**src/rtl/alu_pkg.sv**
```systemverilog
// Shared types for the sequential ALU: opcodes, FSM states, flag bit positions.
package alu_pkg;

    typedef enum logic [2:0] {
        OP_ADD = 3'b000,
        OP_SUB = 3'b001,
        OP_AND = 3'b010,
        OP_OR  = 3'b011,
        OP_XOR = 3'b100,
        OP_SLT = 3'b101,
        OP_SLL = 3'b110,
        OP_MUL = 3'b111
    } op_e;

    typedef enum logic [1:0] {
        IDLE = 2'd0,
        EXEC = 2'd1,
        DONE = 2'd2
    } state_e;

    localparam int FLAG_Z = 0;
    localparam int FLAG_N = 1;
    localparam int FLAG_C = 2;
    localparam int FLAG_V = 3;

endpackage

```
**src/rtl/alu_seq_if.sv**
```systemverilog
// Valid/ready operation and result bus between the datapath controller and alu_seq.
interface alu_seq_if #(parameter int WIDTH = 32);

    logic             in_valid;
    logic             in_ready;
    logic [WIDTH-1:0] A;
    logic [WIDTH-1:0] B;
    logic [2:0]       control;
    logic             out_valid;
    logic             out_ready;
    logic [WIDTH-1:0] result;
    logic             Verflow;
    logic             Carry;
    logic             Negative;
    logic             Zero;

    modport master (
        output in_valid, A, B, control, out_ready,
        input  in_ready, out_valid, result, Verflow, Carry, Negative, Zero
    );

    modport slave (
        input  in_valid, A, B, control, out_ready,
        output in_ready, out_valid, result, Verflow, Carry, Negative, Zero
    );

endinterface

```
**src/rtl/alu_flags.sv**
```systemverilog
// Combinational V/C/N/Z from the opcode, operand signs, adder carry-out and final result.
module alu_flags
    import alu_pkg::*;
#(
    parameter int WIDTH = 32
) (
    input  op_e              i_op,
    input  logic             i_a_msb,
    input  logic             i_b_msb,
    input  logic [WIDTH-1:0] i_res,
    input  logic             i_cout,
    input  logic             i_sll_c,
    input  logic             i_mul_nz,
    output logic [3:0]       o_flags
);

    logic w_res_msb;
    assign w_res_msb = i_res[WIDTH-1];

    always_comb begin
        o_flags         = '0;
        o_flags[FLAG_N] = w_res_msb;
        o_flags[FLAG_Z] = (i_res == '0);
        case (i_op)
            OP_ADD: begin
                o_flags[FLAG_C] = i_cout;
                o_flags[FLAG_V] = (i_a_msb == i_b_msb) && (w_res_msb != i_a_msb);
            end
            OP_SUB: begin
                o_flags[FLAG_C] = i_cout;
                o_flags[FLAG_V] = (i_a_msb != i_b_msb) && (w_res_msb != i_a_msb);
            end
            OP_SLL: o_flags[FLAG_C] = i_sll_c;
            OP_MUL: begin
                o_flags[FLAG_C] = i_mul_nz;
                o_flags[FLAG_V] = i_mul_nz;
            end
            default: ;
        endcase
    end

endmodule

```
**src/rtl/alu_seq.sv**
```systemverilog
// Handshaked ALU with iterative shifter and shift-add multiplier.
// Define ALU_SEQ_MUL_EN to build the multiplier; otherwise opcode 111 returns 0 in one cycle.
module alu_seq
    import alu_pkg::*;
#(
    parameter int WIDTH = 32
) (
    input logic       clk,
    input logic       rst_n,
    alu_seq_if.slave  bus
);

    localparam int SHW = $clog2(WIDTH);

    state_e           r_state;
    op_e              r_op;
    logic [WIDTH-1:0] r_a;
    logic [WIDTH-1:0] r_result;
    logic [SHW:0]     r_cnt;
    logic [3:0]       r_flags;
    logic             r_out_valid;

    logic             w_start;
    op_e              w_in_op;
    op_e              w_op;
    logic [WIDTH-1:0] w_a;
    logic [SHW:0]     w_cnt;
    logic             w_sub;
    logic [WIDTH-1:0] w_bop;
    logic [WIDTH:0]   w_sum;
    logic             w_iter;
    logic             w_last;
    logic [WIDTH-1:0] w_res;
    logic             w_sll_c;
    logic             w_mul_nz;
    logic [3:0]       w_flags;

    assign bus.in_ready = (r_state == IDLE) || (r_state == DONE && bus.out_ready);
    assign w_start      = bus.in_valid && bus.in_ready;
    assign w_in_op      = op_e'(bus.control);

    // The transfer edge already performs the first iteration, so operands come straight
    // from the bus on that cycle and from the working registers afterwards.
    assign w_op  = w_start ? w_in_op : r_op;
    assign w_a   = w_start ? bus.A : r_a;
    assign w_cnt = w_start ? ((w_in_op == OP_SLL) ? {1'b0, bus.B[SHW-1:0]} : (SHW+1)'(WIDTH))
                           : r_cnt;

    assign w_sub = (w_in_op == OP_SUB);
    assign w_bop = w_sub ? ~bus.B : bus.B;
    assign w_sum = {1'b0, bus.A} + {1'b0, w_bop} + {{WIDTH{1'b0}}, w_sub};

`ifdef ALU_SEQ_MUL_EN
    logic [WIDTH-1:0] r_hi;
    logic [WIDTH-1:0] r_lo;
    logic [WIDTH-1:0] w_hi;
    logic [WIDTH-1:0] w_lo;
    logic [WIDTH:0]   w_madd;
    logic [WIDTH-1:0] w_hi_nxt;
    logic [WIDTH-1:0] w_lo_nxt;

    // {hi,lo} starts as {0,B}; each step adds A into hi on lo[0] and shifts right.
    assign w_hi     = w_start ? '0 : r_hi;
    assign w_lo     = w_start ? bus.B : r_lo;
    assign w_madd   = {1'b0, w_hi} + (w_lo[0] ? {1'b0, w_a} : '0);
    assign w_hi_nxt = w_madd[WIDTH:1];
    assign w_lo_nxt = {w_madd[0], w_lo[WIDTH-1:1]};
    assign w_iter   = (w_op == OP_SLL && w_cnt != '0) || (w_op == OP_MUL);
`else
    assign w_iter   = (w_op == OP_SLL && w_cnt != '0);
`endif

    assign w_last = !w_iter || (w_cnt == (SHW+1)'(1));

    always_comb begin
        w_res    = '0;
        w_sll_c  = 1'b0;
        w_mul_nz = 1'b0;
        case (w_op)
            OP_ADD, OP_SUB: w_res = w_sum[WIDTH-1:0];
            OP_AND:         w_res = bus.A & bus.B;
            OP_OR:          w_res = bus.A | bus.B;
            OP_XOR:         w_res = bus.A ^ bus.B;
            OP_SLT:         w_res = WIDTH'($signed(bus.A) < $signed(bus.B));
            OP_SLL: begin
                if (w_iter) begin
                    w_res   = w_a << 1;
                    w_sll_c = w_a[WIDTH-1];
                end else begin
                    w_res   = w_a;
                end
            end
            OP_MUL: begin
`ifdef ALU_SEQ_MUL_EN
                w_res    = w_lo_nxt;
                w_mul_nz = |w_hi_nxt;
`else
                w_res    = '0;
`endif
            end
            default: w_res = '0;
        endcase
    end

    alu_flags #(.WIDTH(WIDTH)) u_flags (
        .i_op     (w_op),
        .i_a_msb  (bus.A[WIDTH-1]),
        .i_b_msb  (bus.B[WIDTH-1]),
        .i_res    (w_res),
        .i_cout   (w_sum[WIDTH]),
        .i_sll_c  (w_sll_c),
        .i_mul_nz (w_mul_nz),
        .o_flags  (w_flags)
    );

    always_ff @(posedge clk or negedge rst_n) begin
        if (!rst_n) begin
            r_state     <= IDLE;
            r_op        <= OP_ADD;
            r_a         <= '0;
            r_cnt       <= '0;
            r_result    <= '0;
            r_flags     <= '0;
            r_out_valid <= 1'b0;
`ifdef ALU_SEQ_MUL_EN
            r_hi        <= '0;
            r_lo        <= '0;
`endif
        end else if (w_start || r_state == EXEC) begin
            r_op  <= w_op;
            r_a   <= (w_op == OP_SLL) ? (w_a << 1) : w_a;
            r_cnt <= w_last ? '0 : (w_cnt - (SHW+1)'(1));
`ifdef ALU_SEQ_MUL_EN
            r_hi  <= w_hi_nxt;
            r_lo  <= w_lo_nxt;
`endif
            if (w_last) begin
                r_result    <= w_res;
                r_flags     <= w_flags;
                r_out_valid <= 1'b1;
                r_state     <= DONE;
            end else begin
                r_out_valid <= 1'b0;
                r_state     <= EXEC;
            end
        end else if (r_state == DONE && bus.out_ready) begin
            r_out_valid <= 1'b0;
            r_state     <= IDLE;
        end
    end

    assign bus.out_valid = r_out_valid;
    assign bus.result    = r_result;
    assign bus.Verflow   = r_flags[FLAG_V];
    assign bus.Carry     = r_flags[FLAG_C];
    assign bus.Negative  = r_flags[FLAG_N];
    assign bus.Zero      = r_flags[FLAG_Z];

endmodule

```
**src/flat_wrapper.sv**
```systemverilog
// flat-port wrapper written by rule: the top's interface ports become plain ports
module alu_seq_flat import alu_pkg::*;
#(
    parameter int WIDTH = 32
)
  (clk, rst_n, bus_in_valid, bus_A, bus_B, bus_control, bus_out_ready, bus_in_ready, bus_out_valid, bus_result, bus_Verflow, bus_Carry, bus_Negative, bus_Zero);
  alu_seq_if #(.WIDTH(WIDTH)) bus_i ();
  input logic clk;
  input logic rst_n;
  input wire logic [$bits(bus_i.in_valid)-1:0] bus_in_valid;
  input wire logic [$bits(bus_i.A)-1:0] bus_A;
  input wire logic [$bits(bus_i.B)-1:0] bus_B;
  input wire logic [$bits(bus_i.control)-1:0] bus_control;
  input wire logic [$bits(bus_i.out_ready)-1:0] bus_out_ready;
  output wire logic [$bits(bus_i.in_ready)-1:0] bus_in_ready;
  output wire logic [$bits(bus_i.out_valid)-1:0] bus_out_valid;
  output wire logic [$bits(bus_i.result)-1:0] bus_result;
  output wire logic [$bits(bus_i.Verflow)-1:0] bus_Verflow;
  output wire logic [$bits(bus_i.Carry)-1:0] bus_Carry;
  output wire logic [$bits(bus_i.Negative)-1:0] bus_Negative;
  output wire logic [$bits(bus_i.Zero)-1:0] bus_Zero;
  assign bus_i.in_valid = bus_in_valid;
  assign bus_i.A = bus_A;
  assign bus_i.B = bus_B;
  assign bus_i.control = bus_control;
  assign bus_i.out_ready = bus_out_ready;
  assign bus_in_ready = bus_i.in_ready;
  assign bus_out_valid = bus_i.out_valid;
  assign bus_result = bus_i.result;
  assign bus_Verflow = bus_i.Verflow;
  assign bus_Carry = bus_i.Carry;
  assign bus_Negative = bus_i.Negative;
  assign bus_Zero = bus_i.Zero;
  alu_seq #(.WIDTH(WIDTH)) u_core (.clk(clk), .rst_n(rst_n), .bus(bus_i));
endmodule
```
**config.mk**
```make
export PLATFORM = sky130hd
export DESIGN_NAME = alu_seq_flat
export DESIGN_NICKNAME = d
export VERILOG_FILES = /design/src/rtl/alu_pkg.sv /design/src/rtl/alu_seq_if.sv /design/src/rtl/alu_flags.sv /design/src/rtl/alu_seq.sv /design/src/flat_wrapper.sv
export SDC_FILE = /design/constraint.sdc
export NUM_CORES = 1
export LEC_CHECK = 0
export ABC_AREA = 1
export ABC_CLOCK_PERIOD_IN_PS = 5000
export CORE_ASPECT_RATIO = 1.2
export CORE_MARGIN = 5
export CORE_UTILIZATION = 47
export DETAILED_ROUTE_END_ITERATION = 8
export GPL_TIMING_DRIVEN = 0
export HOLD_SLACK_MARGIN = 0.05
export PLACE_DENSITY = 0.69
export REMOVE_ABC_BUFFERS = 1
export SLEW_MARGIN = 20
export SYNTH_ARGS = -nofsm -noshare
export SYNTH_HDL_FRONTEND = slang
export SYNTH_SLANG_ARGS = --single-unit
export TNS_END_PERCENT = 30
```
**constraint.sdc**
```tcl
create_clock -name clk -period 5 [get_ports clk]
set_input_delay 1.5 -clock clk [delete_from_list [all_inputs] [get_ports clk]]
set_output_delay 1.5 -clock clk [all_outputs]
set_load 0.05 [all_outputs]
```
=== Word-level counts from Yosys, hierarchy flattened ===
Index checks and enable logic that the tools add are counted.

* Logic and storage cells: 64
* Register bits after elaboration: 80

* Reduce and logical (&&, ||, !) cells: 16
* Bitwise operators: 4
* Mux-type cells: 18
* $add $sub $neg: 3
* Eq/ne operators: 15
* Magnitude comparators: 1

{| class="wikitable"
|+ Operators with widths
! cell !! count
|-
| $pmux 32 s7 || 1
|-
| $mux 32 || 4
|-
| $add 32x32->33 || 1
|-
| $add 33x1->33 || 1
|-
| $and 32x32->32 || 1
|-
| $logic_not 32->1 || 1
|-
| $lt 32x32->1 || 1
|-
| $not 32->32 || 1
|-
| $or 32x32->32 || 1
|-
| $xor 32x32->32 || 1
|-
| $mux 6 || 3
|-
| $eq 3x3->1 const B || 5
|-
| $eq 3x1->1 const B || 2
|-
| $eq 3x2->1 const B || 2
|-
| $eq 6x1->1 const B || 1
|-
| $mux 2 || 3
|-
| $reduce_bool 6->1 || 1
|-
| $sub 6x1->6 const B || 1
|-
| $logic_and 1x1->1 || 5
|-
| $mux 1 || 4
|-
| $pmux 1 s2 || 2
|-
| $logic_not 3->1 || 1
|-
| $logic_or 1x1->1 || 3
|-
| $mux 3 || 1
|-
| 9 further kinds || 10
|}

=== Depth between registers and ports, before layout ===
* Depth after elaboration: 12
* Gate-level depth with buffers: 24
* Mapped depth without buffers: 24

=== Cells and area by module ===
From an unflattened synthesis, not the netlist that was laid out.

* Cell total of the unflattened synthesis: 1561
* Area total of the unflattened synthesis: 9736.8 µm²

{| class="wikitable"
|+ Modules (own cells, without submodules)
! module !! cells each !! area each (µm²) !! times used
|-
| alu_seq || 1506 || 9517.9 || 1
|-
| alu_flags || 55 || 219.0 || 1
|}

=== Worst setup path before layout ===
No wires, ideal clock.

* Kind: input to register
* From: input bus_control[2]
* To: register u_core.r_flags[0]
* Buffers on the path: 1
* Path slack: 898 ps
* Arrival: 4036 ps
* Data required time: 4934 ps
* Library setup time: 66 ps
* Cell stages on the path: 21
* Cell sequence: inv_1 > nand3_1 > buf_1 > xor2_1 > ha_1 > nand2_1 > nor2_1 > nand2_1 > o21ai_0 > nand2_1 > nand2_1 > nand2_1 > nand2_1 > nor2_1 > nor2_1 > nand2_1 > nor2_1 > nand2_1 > nor2_1 > nand3_1 > nand2_1

* Word-level cells in the longest chain between the ends: 8
* Elaborated cells between the ends (all ways): 26

{| class="wikitable"
|+ Ends and longest elaborated chain
! what !! RTL line !! source
|-
| start, declared || flat_wrapper.sv:13 || <nowiki>input wire logic [$bits(bus_i.control)-1:0] bus_control;</nowiki>
|-
| branches (longest 8 deep; another with $add 32x32->33) || - ||
|-
| end signal, assigned || alu_seq.sv:139 || <nowiki>r_flags <= w_flags;</nowiki>
|-
| end, declared || alu_seq.sv:20 || <nowiki>logic [3:0] r_flags;</nowiki>
|}

Several ways; the timed one is not identified.
A chain may end at the register's enable or synchronous reset.

=== Final worst setup path ===
* From: input bus_out_ready
* To: register u_core.r_flags[0]

* Word-level cells in the longest chain between the ends: 9
* Elaborated cells between the ends (all ways): 25

{| class="wikitable"
|+ Ends and longest elaborated chain
! what !! RTL line !! source
|-
| start, declared || flat_wrapper.sv:14 || <nowiki>input wire logic [$bits(bus_i.out_ready)-1:0] bus_out_ready;</nowiki>
|-
| $logic_and 1x1->1 * || alu_seq.sv:38 || <nowiki>assign bus.in_ready = (r_state == IDLE) || (r_state == DONE && bus.out_ready);</nowiki>
|-
| $logic_or 1x1->1 * || alu_seq.sv:38 ||
|-
| $logic_and 1x1->1 * || alu_seq.sv:39 || <nowiki>assign w_start = bus.in_valid && bus.in_ready;</nowiki>
|-
| $mux 3 or $mux 6 (tied branches) || alu_seq.sv:44, alu_seq.sv:46 ||
|-
| $eq 3x3->1 or $reduce_bool 6->1 (tied branches) || alu_seq.sv:70, alu_seq.sv:79 ||
|-
| $logic_and 1x1->1 || alu_seq.sv:70 || <nowiki>assign w_iter = (w_op == OP_SLL && w_cnt != '0);</nowiki>
|-
| $mux 32 or $logic_not 1->1 (tied branches) || alu_seq.sv:86, alu_seq.sv:73 ||
|-
| $pmux 32 s7 or $logic_or 1x1->1 (tied branches) || alu_seq.sv:79, alu_seq.sv:73 ||
|-
| $logic_not 32->1 or $reduce_and 2->1 (tied branches) || - ||
|}

Mark *: on every way between the ends. The rest lies on a longest branch, timed or not.

==> run_results.csv <==
group,metric,value,unit
timing,setup_viol,0,
final_layout,drive_gt1_frac,0.0424,
timing,slew_headroom,0.236,
timing,slew_viol_final,0,
place,gp_congestion,0.926,
critical_path,critical_path.endpoint_type,"flop",
place,place_inst,1890,
status,status,"finished clean",
final_layout,final_common_cell,"nand2_1",
clocking,clk_pin_slew,70,ps
yosys,ys_ff_latch,78,
critical_path,crit_chain,"clkdlybuf4s50_1 -> inv_1 -> nand2_2 -> nand3_4 -> inv_1 -> o22ai_1 -> inv_1 -> ha_1 -> nand2_1 -> nor2_2 -> nand2_1 -> nand3_1 -> nand2_1 -> nand3_1 -> nor2_1 -> nand3_1 -> nor2_2 -> nand3_1 -> nand2_1",
critical_path,critPathMaxFanout,15,
pwr,seqPwrFrac,0.279,
clocking,cts_tree,"built",
floorplan,die_x,141,µm
clocking,tritoncts.num_buffers,9,
place,dpl.hpwl,23000,µm
floorplan,die_h,168,µm
pwr,intPower,1.52,mW
critical_path,required,5260,ps
global_routing,track_usage,0.268,
yosys,synthesis.area,9720,µm²
final_layout,nets,1847,
critical_path,max_stage_delay,950,ps
floorplan,rows,57,
final_layout,regArea,1950,µm²
critical_path,startpoint_type,"input port",
global_routing,grt_max_degree,55,
place,dp_slack,-2080,ps
pwr,comb_power_share,0.431,
clocking,root_buffer,"clkbuf_16",
final_layout,multiInputGateArea,6750,µm²
route,vias,10200,
final_layout,layout_common_cells,"nand2_1 (406), inv_1 (231), nor2_1 (204)",
clocking,clk_latency,370,ps
yosys,ys_warn_count,0,
global_routing,grt_pass1_wl,50900,µm
clocking,cts_max_path_buffers,2,
floorplan,die_area,23700,µm²
timing,period_needed,4780,ps
yosys,syn_area_per_cell,6.23,µm²
final_layout,final_util,0.566,
global_routing,grt_overflow,0,
route,first_pass_iters,5,
hold_path,hp-class,"reg2reg",
timing,setup_ws,217,ps
timing,worstMarginPinSlew,1140,ps
critical_path,critical_path_arrival,5040,ps
pwr,power,2.62,mW
pwr,p_switching,1.09,mW
clocking,cts.sinks,78,
route,ant_nets,0,
route,wire_per_inst,16.8,µm
yosys,synthDistinctLibCells,43,
place,placed_area,11000,µm²
route,drtIter0Drc,705,
final_layout,final_cell_area,11500,µm²
pwr,p_sw_frac,0.417,
yosys,synthCells,1560,
final_layout,nFillCells,2098,
pwr,p_leak,5.88,nW
pwr,p_clk_frac,0.290,
timing,period_share,0.957,
place,io_buffer_count,108,
route,routed_wirelength,32200,µm
timing,fmax,209,MHz
floorplan,io_pins,109,
floorplan,start_util,0.478,
route,drc_errors,0,
timing,setup_tns,0,ps
yosys,seq_area_frac_synth,0.201,
global_routing,antenna_found_initial,0,
timing,hold_viol,0,
final_layout,layout.cells.non_filler,1916,
floorplan,core_area,20300,µm²
clocking,htree_levels,3,
pwr,power.density,227,nW/µm²
critical_path,cpMaxStageDelayCell,"nor2_2",
timing,fin_worst_skew,12.8,ps
timing,rsz0062_at_grt,"no",
route,avgViaCountPerCell,5.33,
critical_path,crit_type,"in2reg",
run,cap_viol_max_count,0,
final_layout,n_antenna_cell,0,
global_routing,grt_pass1_vias,9712,
timing,timing.hold.ws,483,ps
final_layout,synthToLayoutAreaGrowth,18.4,%
pwr,ir_worst_vdd,170,µV
critical path, delay by kind of cell:
family,cells,cell delay [ps]
AND/OR/NAND/NOR,13,2460
buffers and inverters,4,730
adder cells (fa/ha/maj),1,230
AO/OA/AOI/OAI,1,120
cell families (layout without fill, tap and decap cells):
family	count (synthesis)	count (layout)	share of synthesized area
flip-flops	78	78	0.201
AO/OA/AOI/OAI	268	268	0.152
AND/OR/NAND/NOR	758	763	0.325
adder cells (fa/ha/maj)	130	130	0.168
buffers and inverters	287	373	0.119
XOR/XNOR	39	39	0.0351
per-layer routing:
layer / wire length (µm) / part of all wire / track usage / vias up
met5: 0 / 0 / 0 / -
met3: 2030 / 0.063 / 0.0422 / 57
met4: 856 / 0.027 / 0.0889 / 0
met1: 14000 / 0.43 / 0.345 / 4696
met2: 15300 / 0.48 / 0.458 / 309
li1: - / - / - / 5144
Yosys cell counts (all sizes together):
cell    count  area share
o311ai      1     0.00090
o21bai     33       0.025
xnor2       5      0.0045
nand3      69       0.039
or2         4      0.0026
nand3b      3      0.0023
inv       239       0.093
clkbuf     16      0.0062
o21a        2      0.0015
nor2      211       0.083
a31oi       8      0.0051
nor4        1     0.00064
nand2     414        0.16
o22ai       9      0.0058
nand4      38       0.024
buf        32       0.020
o21ai     134       0.070
a21o        2      0.0015
a21oi      75       0.039
nor3b       1     0.00077
xor2       34       0.031
dfrtp      78        0.20
and2        1     0.00064
nor3       16      0.0082
o211ai      3      0.0023
a21boi      1     0.00077
ha        129        0.17
fa          1      0.0021
path summary, 6_finish.rpt:
kind	cells after the start	slack, ps	start	endpoint
worst max-delay path	19	220	bus_out_ready	u_core.r_flags[0]
worst min-delay path	2	480	u_core.bus.result[0]	u_core.bus.result[0]
worst max register to register	17	1350	u_core.bus.out_valid	u_core.r_flags[0]
worst min register to register	2	480	u_core.bus.result[0]	u_core.bus.result[0]
max in group asynchronous	2	3340	rst_n	u_core.r_flags[1]
min in group asynchronous	1	1060	rst_n	u_core.r_a[10]
power by group through the flow:
stage	clock network [mW]	logic, mW	registers [mW]
2_1_floorplan	0	0.489	0.974
3_3_place_gp	0	1.10	0.738
6_report	0.759	1.13	0.729
4_1_cts	0.762	1.13	0.729
3_5_place_dp	0	1.11	0.741
5_1_grt	0.790	1.24	0.740
sequential cells by signal, summed over array words and instances, names as in the netlist:
| name | flops |
|---|---|
| u_core.r_a | 32 |
| u_core.bus.result | 31 |
| u_core.r_cnt | 6 |
| u_core.r_flags | 4 |
| u_core.r_op | 3 |
| u_core.bus.out_valid | 1 |
| u_core.r_state | 1 |
layout make-up:
cell class | instances | area share
multi-input cells | 1200 | 0.586
flip-flops and latches | 78 | 0.170
repair buffers | 118 | 0.109
inverters | 239 | 0.0781
well taps | 265 | 0.0288
clock buffers | 9 | 0.0196
clock inverters | 7 | 0.00848
what timing repair did:
action / in CTS / in global routing
pin swaps: 4 / 2
resized for setup: 8 / 11
buffers inserted: 5 / 0
setup endpoints to repair: 73 / 12
gates cloned: 4 / 1
hold buffers: 0 / 0
(Power assumes the default switching activity.)
